[config.mk]
export PLATFORM = sky130hd
export DESIGN_NAME = dsi_pkt_lane_builder
export DESIGN_NICKNAME = d
export VERILOG_FILES = /design/src/rtl/dsi_pkg.sv /design/src/rtl/dsi_crc16_x4.sv /design/src/rtl/dsi_pkt_lane_builder.sv
export SDC_FILE = /design/constraint.sdc
export NUM_CORES = 1
export LEC_CHECK = 0
export ABC_AREA = 1
export BUFFER_PORTS_ARGS = -buffer_cell sky130_fd_sc_hd__buf_2
export CAP_MARGIN = 20
export CORE_UTILIZATION = 65
export CTS_CLUSTER_DIAMETER = 100
export DETAILED_ROUTE_END_ITERATION = 10
export PLACE_DENSITY = 0.9
export SKIP_CTS_REPAIR_TIMING = 1
export SLEW_MARGIN = 20
export SYNTH_ARGS = -nofsm -noshare
export SYNTH_HDL_FRONTEND = slang
export SYNTH_HIERARCHICAL = 1
export SYNTH_SLANG_ARGS = --single-unit
[constraint.sdc]
create_clock -name byte_clk -period 11.7 [get_ports byte_clk]
set_input_delay 1.17 -clock byte_clk [delete_from_list [all_inputs] [get_ports byte_clk]]
set_output_delay 1.17 -clock byte_clk [all_outputs]
set_load 0.01 [all_outputs]
[src/rtl/dsi_pkg.sv]
// Shared DSI definitions for the packet lane builder and its CRC helper.
// Holds data-type constants, the builder state encoding, the lane-byte payload
// struct, the header ECC function and the CRC-16 byte-update function.
package dsi_pkg;

    localparam int unsigned WC_W   = 16;
    // Payload word counter holds ceil(wc/4)-1, which fits in WC_W-2 bits even for wc=0xFFFF.
    localparam int unsigned WCNT_W = WC_W - 2;

    localparam logic [5:0] DT_DCS_SHORT_NP = 6'h05;
    localparam logic [5:0] DT_DCS_SHORT_1P = 6'h15;
    localparam logic [5:0] DT_DCS_LONG_WR  = 6'h39;

    typedef enum logic [2:0] {
        ST_IDLE    = 3'd0,
        ST_HDR     = 3'd1,
        ST_PAYLOAD = 3'd2,
        ST_TAIL    = 3'd3,
        ST_GAP     = 3'd4
    } state_t;

    // One byte per data lane; d0 carries the earliest byte of each group of four.
    typedef struct packed {
        logic [7:0] d3;
        logic [7:0] d2;
        logic [7:0] d1;
        logic [7:0] d0;
    } lanes_t;

    // Header bits covered by each ECC parity bit (index 0 = P0).
    localparam logic [5:0][23:0] ECC_MASKS = {
        24'hEFFC00, 24'hDF03F0, 24'hB8E38E,
        24'h749A6D, 24'hF2555B, 24'hF12CB7
    };

    // DSI header ECC over {WC[15:8], WC[7:0], DI}; top two bits are always zero.
    function automatic logic [7:0] dsi_ecc(input logic [23:0] hdr);
        logic [7:0] ecc;
        ecc = 8'h00;
        for (int unsigned i = 0; i < 6; i++) begin
            ecc[i] = ^(hdr & ECC_MASKS[i]);
        end
        return ecc;
    endfunction

    // Reflected CRC-16 (poly 0x8408) advanced by one byte, LSB first.
    function automatic logic [15:0] crc16_byte(input logic [15:0] crc, input logic [7:0] b);
        logic [15:0] c;
        c = crc;
        for (int unsigned i = 0; i < 8; i++) begin
            c = (c[0] ^ b[i]) ? ((c >> 1) ^ 16'h8408) : (c >> 1);
        end
        return c;
    endfunction

endpackage

[src/rtl/dsi_crc16_x4.sv]
// Four-byte parallel DSI payload CRC-16 accumulator.
// Ports: byte_clk/reset_n clock and async reset; clear reloads 0xFFFF (wins over en);
// en folds in the bytes of data selected by be (contiguous from byte 0);
// crc is the registered running value; crc_next_c is the value including this cycle's bytes.
module dsi_crc16_x4
    import dsi_pkg::*;
(
    input  logic        byte_clk,
    input  logic        reset_n,
    input  logic        clear,
    input  logic        en,
    input  logic [31:0] data,
    input  logic [3:0]  be,
    output logic [15:0] crc,
    output logic [15:0] crc_next_c
);

    logic [15:0] crc_q;
    logic [15:0] crc_d;

    // Byte 0 is folded in first, matching lane order on the wire.
    always_comb begin
        logic [15:0] c;
        c = crc_q;
        for (int unsigned k = 0; k < 4; k++) begin
            if (be[k]) begin
                c = crc16_byte(c, data[8*k +: 8]);
            end
        end
        crc_next_c = c;
    end

    always_comb begin
        crc_d = crc_q;
        if (clear) begin
            crc_d = 16'hFFFF;
        end else if (en) begin
            crc_d = crc_next_c;
        end
    end

    always_ff @(posedge byte_clk or negedge reset_n) begin
        if (!reset_n) begin
            crc_q <= 16'hFFFF;
        end else begin
            crc_q <= crc_d;
        end
    end

    assign crc = crc_q;

endmodule

[src/rtl/dsi_pkt_lane_builder.sv]
// DSI short/long packet builder distributing bytes over four HS data lanes.
// Ports: pkt_req/pkt_di/pkt_wc/pkt_long request a packet, pkt_ack pulses on acceptance;
// pl_data/pl_valid supply payload words, pl_ready marks a word consumed;
// hs_en and byte_D3..D0_out feed the LP/HS delay controller; busy is high outside IDLE;
// underrun is sticky once a payload word was missing when needed.
module dsi_pkt_lane_builder
    import dsi_pkg::*;
#(
    parameter int unsigned GAP_CYCLES = 24
) (
    input  logic        byte_clk,
    input  logic        reset_n,
    input  logic        pkt_req,
    input  logic [7:0]  pkt_di,
    input  logic [15:0] pkt_wc,
    input  logic        pkt_long,
    output logic        pkt_ack,
    input  logic [31:0] pl_data,
    input  logic        pl_valid,
    output logic        pl_ready,
    output logic        hs_en,
    output logic [7:0]  byte_D3_out,
    output logic [7:0]  byte_D2_out,
    output logic [7:0]  byte_D1_out,
    output logic [7:0]  byte_D0_out,
    output logic        busy,
    output logic        underrun
);

    localparam int unsigned GAP_W = $clog2(GAP_CYCLES + 1);

    state_t              state_q, state_d;
    logic [7:0]          di_q, di_d;
    logic [WC_W-1:0]     wc_q, wc_d;
    logic                long_q, long_d;
    logic [WCNT_W-1:0]   word_cnt_q, word_cnt_d;
    logic [GAP_W-1:0]    gap_cnt_q, gap_cnt_d;
    logic                hs_en_q, hs_en_d;
    lanes_t              lanes_q, lanes_d;
    logic                pkt_ack_q, pkt_ack_d;
    logic                pl_ready_q, pl_ready_d;
    logic                busy_q, busy_d;
    logic                underrun_q, underrun_d;

    logic                crc_clr;
    logic                crc_en;
    logic [3:0]          crc_be;
    logic [31:0]         crc_data;
    logic [15:0]         crc_cur;
    logic [15:0]         crc_next;

    logic [1:0]          rem;
    logic                last_word;
    logic [31:0]         byte_mask;

    assign rem       = wc_q[1:0];
    assign last_word = (word_cnt_q == '0);

    dsi_crc16_x4 u_crc (
        .byte_clk   (byte_clk),
        .reset_n    (reset_n),
        .clear      (crc_clr),
        .en         (crc_en),
        .data       (crc_data),
        .be         (crc_be),
        .crc        (crc_cur),
        .crc_next_c (crc_next)
    );

    // Next-state and registered-output decisions.
    always_comb begin
        state_d    = state_q;
        di_d       = di_q;
        wc_d       = wc_q;
        long_d     = long_q;
        word_cnt_d = word_cnt_q;
        gap_cnt_d  = gap_cnt_q;
        hs_en_d    = 1'b0;
        lanes_d    = '0;
        pkt_ack_d  = 1'b0;
        underrun_d = underrun_q;
        crc_clr    = 1'b0;
        crc_en     = 1'b0;
        crc_be     = 4'hF;
        crc_data   = '0;
        byte_mask  = '0;

        unique case (state_q)
            ST_IDLE: begin
                if (pkt_req) begin
                    di_d      = pkt_di;
                    wc_d      = pkt_wc;
                    long_d    = pkt_long;
                    pkt_ack_d = 1'b1;
                    crc_clr   = 1'b1;
                    state_d   = ST_HDR;
                end
            end

            ST_HDR: begin
                hs_en_d = 1'b1;
                lanes_d = lanes_t'({dsi_ecc({wc_q, di_q}), wc_q, di_q});
                if (!long_q) begin
                    state_d = ST_GAP;
                end else if (wc_q == '0) begin
                    state_d = ST_TAIL;
                end else begin
                    word_cnt_d = WCNT_W'((wc_q - WC_W'(1)) >> 2);
                    state_d    = ST_PAYLOAD;
                end
            end

            ST_PAYLOAD: begin
                hs_en_d  = 1'b1;
                crc_en   = 1'b1;
                // Missing word: send zeros and keep going so the burst never stalls.
                crc_data = pl_valid ? pl_data : 32'h0;
                if (!pl_valid) begin
                    underrun_d = 1'b1;
                end
                if (last_word) begin
                    unique case (rem)
                        2'd1:    crc_be = 4'b0001;
                        2'd2:    crc_be = 4'b0011;
                        2'd3:    crc_be = 4'b0111;
                        default: crc_be = 4'b1111;
                    endcase
                end
                byte_mask = {{8{crc_be[3]}}, {8{crc_be[2]}}, {8{crc_be[1]}}, {8{crc_be[0]}}};
                lanes_d   = lanes_t'(crc_data & byte_mask);
                if (last_word) begin
                    // CRC fills the lanes right after the last payload byte.
                    unique case (rem)
                        2'd1: begin
                            lanes_d.d1 = crc_next[7:0];
                            lanes_d.d2 = crc_next[15:8];
                            state_d    = ST_GAP;
                        end
                        2'd2: begin
                            lanes_d.d2 = crc_next[7:0];
                            lanes_d.d3 = crc_next[15:8];
                            state_d    = ST_GAP;
                        end
                        2'd3: begin
                            lanes_d.d3 = crc_next[7:0];
                            state_d    = ST_TAIL;
                        end
                        default: begin
                            state_d = ST_TAIL;
                        end
                    endcase
                end else begin
                    word_cnt_d = word_cnt_q - WCNT_W'(1);
                end
            end

            ST_TAIL: begin
                hs_en_d = 1'b1;
                if (rem == 2'd3) begin
                    lanes_d.d0 = crc_cur[15:8];
                end else begin
                    lanes_d.d0 = crc_cur[7:0];
                    lanes_d.d1 = crc_cur[15:8];
                end
                state_d = ST_GAP;
            end

            ST_GAP: begin
                if (gap_cnt_q == GAP_W'(GAP_CYCLES - 1)) begin
                    gap_cnt_d = '0;
                    state_d   = ST_IDLE;
                end else begin
                    gap_cnt_d = gap_cnt_q + GAP_W'(1);
                end
            end

            default: begin
                state_d = ST_IDLE;
            end
        endcase

        pl_ready_d = (state_d == ST_PAYLOAD);
        busy_d     = (state_d != ST_IDLE);
    end

    always_ff @(posedge byte_clk or negedge reset_n) begin
        if (!reset_n) begin
            state_q    <= ST_IDLE;
            di_q       <= '0;
            wc_q       <= '0;
            long_q     <= 1'b0;
            word_cnt_q <= '0;
            gap_cnt_q  <= '0;
            hs_en_q    <= 1'b0;
            lanes_q    <= '0;
            pkt_ack_q  <= 1'b0;
            pl_ready_q <= 1'b0;
            busy_q     <= 1'b0;
            underrun_q <= 1'b0;
        end else begin
            state_q    <= state_d;
            di_q       <= di_d;
            wc_q       <= wc_d;
            long_q     <= long_d;
            word_cnt_q <= word_cnt_d;
            gap_cnt_q  <= gap_cnt_d;
            hs_en_q    <= hs_en_d;
            lanes_q    <= lanes_d;
            pkt_ack_q  <= pkt_ack_d;
            pl_ready_q <= pl_ready_d;
            busy_q     <= busy_d;
            underrun_q <= underrun_d;
        end
    end

    assign pkt_ack     = pkt_ack_q;
    assign pl_ready    = pl_ready_q;
    assign hs_en       = hs_en_q;
    assign byte_D3_out = lanes_q.d3;
    assign byte_D2_out = lanes_q.d2;
    assign byte_D1_out = lanes_q.d1;
    assign byte_D0_out = lanes_q.d0;
    assign busy        = busy_q;
    assign underrun    = underrun_q;

endmodule

==> results of run 1 <==
sequential cells by signal (all words and copies together) (netlist names):
register / flops
u_crc/crc: 16
wc_q: 16
word_cnt_q: 14
byte_D0_out: 8
byte_D1_out: 8
byte_D2_out: 8
byte_D3_out: 8
di_q: 8
gap_cnt_q: 5
state_q: 3
busy: 1
hs_en: 1
long_q: 1
pkt_ack: 1
pl_ready: 1
underrun: 1
routing by layer:
metal	GRT usage	vias to the layer above	wire, um
li1	-	4885	-
met1	0.511	4705	11200
met2	0.668	567	13500
met3	0.0818	133	2790
met4	0.269	0	1940
met5	0	-	0
per-stage QoR:
stage,cell area (sq um),std cells,total power (uW)
global route,10100,1746,3870
CTS,10100,1746,3480
floorplan,9290,1491,2550
detailed placement,9800,1730,3150
finish,10100,1746,3560
global placement,9800,1730,3080
area by class of cell:
class                   count  share of cell area
repair buffers            104              0.0535
well taps                 180              0.0223
multi-input cells        1147               0.570
clock buffers               9              0.0223
clock inverters             7             0.00780
flip-flops and latches    100               0.250
inverters                 199              0.0743
path summary, 6_finish.rpt:
path                                  from             end  slack (ns)  depth (start not counted)
worst max-delay path              pl_valid  byte_D2_out[7]        6.62                         33
worst min-delay path              underrun        underrun        0.48                          1
worst max register to register  state_q[2]  byte_D2_out[7]        6.70                         36
worst min register to register    underrun        underrun        0.48                          1
max in group asynchronous          reset_n  byte_D2_out[7]        9.77                          2
min in group asynchronous          reset_n    gap_cnt_q[1]        0.81                          1
Yosys cell counts, drive strengths merged, types with 2 or more instances:
master,number
buf,27
or2,11
o211ai,11
clkinv,4
xnor2,18
a32oi,3
nand3b,14
xor2,24
dfstp,16
o31ai,2
ha,21
a221o,4
o21a,3
and2,3
inv,195
a21boi,2
clkbuf,18
nand4,10
nand2,551
nor2,102
o21ai,107
a21oi,33
dfrtp,84
nand3,202
o21bai,3
o22ai,17
a31oi,2
cells by family after synthesis:
logic type	Yosys count	share of synthesized area
other	1	0.000404
xor gates and xnor gates	42	0.0396
adders and majority gates	21	0.0283
and+or+nand+nor	894	0.435
AOI/OAI and AO/OA	187	0.117
buffers and inverters	244	0.108
DFF	100	0.272
where the power goes:
| group | leakage, uW | total, uW | internal [uW] | switching (uW) |
|---|---|---|---|---|
| combinational | 0.00418 | 2600 | 848 | 1760 |
| clock | 0.000148 | 307 | 152 | 154 |
| sequential | 0.00125 | 647 | 491 | 156 |
| total | 0.00558 | 3560 | 1490 | 2070 |
cell usage in the layout (no fill, tap or decap), types with 3 or more instances in the layout:
cell	count
a21oi_1	32
a221o_1	4
a32oi_1	3
and2_1	3
buf_2	96
buf_4	8
clkbuf_16	9
clkinv_1	4
conb_1	3
dfrtp_1	84
dfstp_2	16
ha_1	21
inv_1	180
inv_2	13
inv_6	3
nand2_1	495
nand2_2	54
nand3_1	187
nand3_2	14
nand3b_1	14
nand4_1	10
nor2_1	92
nor2_2	5
nor2_4	4
o211ai_1	11
o21a_1	3
o21ai_0	80
o21ai_1	18
o21ai_2	9
o21bai_1	3
o22ai_1	17
or2_2	7
or2_4	3
xnor2_1	18
xor2_1	24
worst max-delay path, delay by kind of cell:
| family | cells | cell delay [ns] |
|---|---|---|
| simple gates | 24 | 2.56 |
| buf+inv | 5 | 0.91 |
| compound gates | 3 | 0.46 |
| xor+xnor | 1 | 0.20 |
==> qor.txt, run 1 <==
Final Hold Fails - 0
Largest net degree at the start of global routing - 54
IO buf count - 97
LEAKAGE - 0.00558 uW
Min Tclk post-route - 5.08 ns
Die W - 121 um
Synth area leaders - dfrtp_1 23%, nand2_1 20%, nand3_1 10%, inv_1 7.3%, dfstp_2 4.5%
Final routed DRC violation total - 0
Max-cap viol count - 0
CP startpoint kind - input pin
Period utilisation layout - 0.434
Yosys top cell by area - dfrtp_1
Clock skew - 0.00830 ns
DP HPWL - 22700 um
Final setup margin - 6.62 ns
Worst vdd ir - 0.190 mV
Synth Cell Area - 9280 sq um
RSZ-0062 raised after global routing - no
Number of flops mapped to enable cells by yosys - 0
Slowest CP cell - buf_2
Drt first-iter violations - 1188
Core box area - 13900 sq um
NumNets Final - 1643
Worst setup EP type - flip-flop
Full die area - 14800 sq um
RePlAce Congestion - 1.09
Ant. Diodes - 0
Num ports - 98
Initial Util - 0.668
Ys Warns - 6
Final WL - 29400 um
Final core occ - 0.728
Area share of the largest cell type after synthesis - 0.227
Multi-input gate area - 5760 sq um
Ys flop type - dfrtp_1
Post-DR vias/cell - 5.89
Unique cell type count in the Yosys netlist - 48
WS Path Type - input pin to flip-flop
Fraction of registers with async set/reset - 1.00
Cells after Synth - 1489
Via count - 10300
Cell Pwr Density - 352 nW/um^2
Post-DRT Antenna Nets - 0
Worst path max stage delay - 0.46 ns
Register Area - 2520 sq um
Fin Setup TNS - 0 ns
Max-slew violations - 0
P&R area growth vs syn - 8.89%
Initial antenna violation count - 0
Clk sinks - 100
Relative slew slack - 0.421
Reg clk slew, reported paths - 0.07 ns
Slew @ Worst Pin - 0.866 ns
Req. time, crit path - 11.93 ns
# fillers - 1165
CTS max path bufs - 2
First-pass GRT wire length - 47000 um
DIE HEIGHT - 121 um
DR WL/cell - 16.9 um
Hold/Removal Path Class - flip-flop to flip-flop
Skew-Pair Late Insertion Delay - 0.37 ns
Total clock buffers created by CTS - 9
Clock Root Buffer - clkbuf_16
CTS tree - yes
Worst path arrival time - 5.31 ns
F_max - 197 MHz
CP dominant cell by count - nand2_1
Register area share after synthesis - 0.272
GRT Util Overall - 0.417
WHS - 0.484 ns
Number of global-route vias before repair - 9587
Initial DRT Pass Iterations - 5
Outcome - finished, final reports clean
Synthesized flop and latch total - 100
CP Max Fanout - 26
Row count - 43
Avg Cell Area, Syn - 6.23 sq um
Setup violators final - 0
CTS HTree Levels - 3
Ratio of cells with drive above 1 in the final layout - 0.162
GRT overflow - 0
Setup WS pre-CTS - 6.43 ns
Power figures use the tool's default switching activity.
==> inputs of run 2 (changes only) <==
Settings changed: CORE_UTILIZATION 65 to 55, PLACE_DENSITY 0.9 to 0.81.
Clock period 11.7 ns to 4.35 ns, I/O delays scaled along.
==> run 2 against run 1 <==
Net effect:
- first-iteration DRC count down 11%
- sequential share of layout area is 1.0 points lower
- via count is 1.1% lower
- worst setup slack lost 6.4 ns
- routed wire length is 3.1% higher
- power rose to 2.8 times the previous value
- clock power rose to 2.8 times the previous value
- clock-buffer cell count grew 1
- register-to-register slack worse by 6.5 ns
- critical path depth grew 4
- cell area is 4.2% higher
==> qor.txt, run 2 (synthesis gave the netlist of run 1 again) <==
Clock skew - 0.0127 ns
Post-DR vias/cell - 5.62
Most frequent cells in the layout - 479 x nand2_1, 177 x nand3_1, 173 x inv_1, 96 x buf_2, 86 x nor2_1
Ant. Diodes - 0
CP startpoint kind - flip-flop
DIE HEIGHT - 132 um
CTS tree - yes
Number of global-route vias before repair - 9017
Via count - 10200
Reg clk slew, reported paths - 0.07 ns
CP dominant cell by count - nand2_2
Die W - 132 um
Req. time, crit path - 4.64 ns
NumNets Final - 1667
IO buf count - 97
Final WL - 30400 um
Hold/Removal Path Class - input pin to async pin
RSZ-0062 raised after global routing - yes
WS Path Type - flip-flop to flip-flop
Dpl cell area - 9950 sq um
Ratio of cells with drive above 1 in the final layout - 0.205
CTS max path bufs - 2
Commonest non-fill, non-tap cell in the layout - nand2_1
CP Max Fanout - 5
Relative slew slack - 0.501
Core box area - 16500 sq um
Num ports - 98
Drt first-iter violations - 1054
Clk sinks - 100
DP HPWL - 23500 um
Slew @ Worst Pin - 0.748 ns
CTS HTree Levels - 3
DP Cell Count - 1783
Final Non-Filler Cells - 1810
LEAKAGE - 0.00573 uW
GRT overflow - 0
RePlAce Congestion - 1.01
Row count - 47
Largest net degree at the start of global routing - 59
Initial Util - 0.562
Fin Setup TNS - 0 ns
Max-slew violations - 0
Slowest CP cell - dfrtp_1
Outcome - finished, final reports clean
Tot Pwr - 10100 uW
DR WL/cell - 16.8 um
Final Hold Fails - 0
First-pass GRT wire length - 46800 um
P&R area growth vs syn - 13.5%
Worst vdd ir - 0.496 mV
Final setup margin - 0.194 ns
Cell Pwr Density - 958 nW/um^2
Period utilisation layout - 0.955
Final routed DRC violation total - 0
Max-cap viol count - 0
Total clock buffers created by CTS - 9
Worst path max stage delay - 0.39 ns
Setup violators final - 0
Worst path arrival time - 4.45 ns
Initial antenna violation count - 0
Full die area - 17400 sq um
Skew-Pair Late Insertion Delay - 0.36 ns
Min Tclk post-route - 4.16 ns
Worst setup EP type - flip-flop
Initial DRT Pass Iterations - 7
Clock Root Buffer - clkbuf_16
GRT Util Overall - 0.347
F_max - 241 MHz
Final Cell Area - 10500 sq um
Post-DRT Antenna Nets - 0
Setup WS pre-CTS - 0.0990 ns
==> run 2: cell count changes in the layout (fill, tap and decap cells not counted), moves of 7 or more <==
| cell | delta |
|---|---|
| nand2_1 | -16 |
| nand3_2 | +8 |
| inv_1 | -7 |
| buf_4 | +24 |
| nand2_2 | +15 |
| nand3_1 | -10 |
==> run 2: cell type report <==
type	count	area (sq um)
Clock inverter	6	78.8
Timing Repair Buffer	128	721
Tap cell	220	275
Clock buffer	10	239
Multi-Input combinational cell	1147	5940
Fill cell	1562	5990
Sequential cell	100	2520
Inverter	199	753
==> run 2: final timing paths <==
check | end | depth (start not counted) | slack [ns] | from
max | byte_D3_out[1] | 37 | 0.19 | state_q[2]
min in group byte_clk | long_q | 3 | 0.28 | pkt_long
min | gap_cnt_q[0] | 1 | 0.13 | reset_n
max in group asynchronous | u_crc/crc[15] | 2 | 3.17 | reset_n
max reg2reg | byte_D3_out[1] | 37 | 0.19 | state_q[2]
min reg2reg | underrun | 1 | 0.49 | underrun
==> run 2: critical path, delay by kind of cell (launching register included) <==
| family | cells | cell delay [ns] |
|---|---|---|
| DFF | 1 | 0.39 |
| buffers and inverters | 6 | 0.47 |
| xor gates and xnor gates | 1 | 0.15 |
| and+or+nand+nor | 29 | 2.94 |
| AOI/OAI and AO/OA | 1 | 0.14 |
==> run 2: metrics by stage <==
step	util	hold WS [ns]
2_1_floorplan	-	0.139
3_3_place_gp	0.602	0.464
3_5_place_dp	0.602	0.478
4_1_cts	0.621	0.158
5_1_grt	0.637	0.187
6_report	0.637	0.133
==> run 2: per-layer routing <==
metal | global-route usage | vias up | routed length [um] | share of wire
met2 | 0.563 | 500 | 14100 | 0.46
met1 | 0.455 | 4650 | 12700 | 0.42
met3 | 0.0584 | 89 | 2340 | 0.077
li1 | - | 4935 | - | -
met4 | 0.147 | 0 | 1260 | 0.042
met5 | 0 | - | 0 | 0
==> run 2: power breakdown <==
| part | leakage, uW | switching (uW) | internal (uW) |
|---|---|---|---|
| Clock | 0.000157 | 392 | 474 |
| Combinational | 0.00432 | 4940 | 2560 |
| Sequential | 0.00125 | 414 | 1320 |
| Total | 0.00573 | 5740 | 4350 |
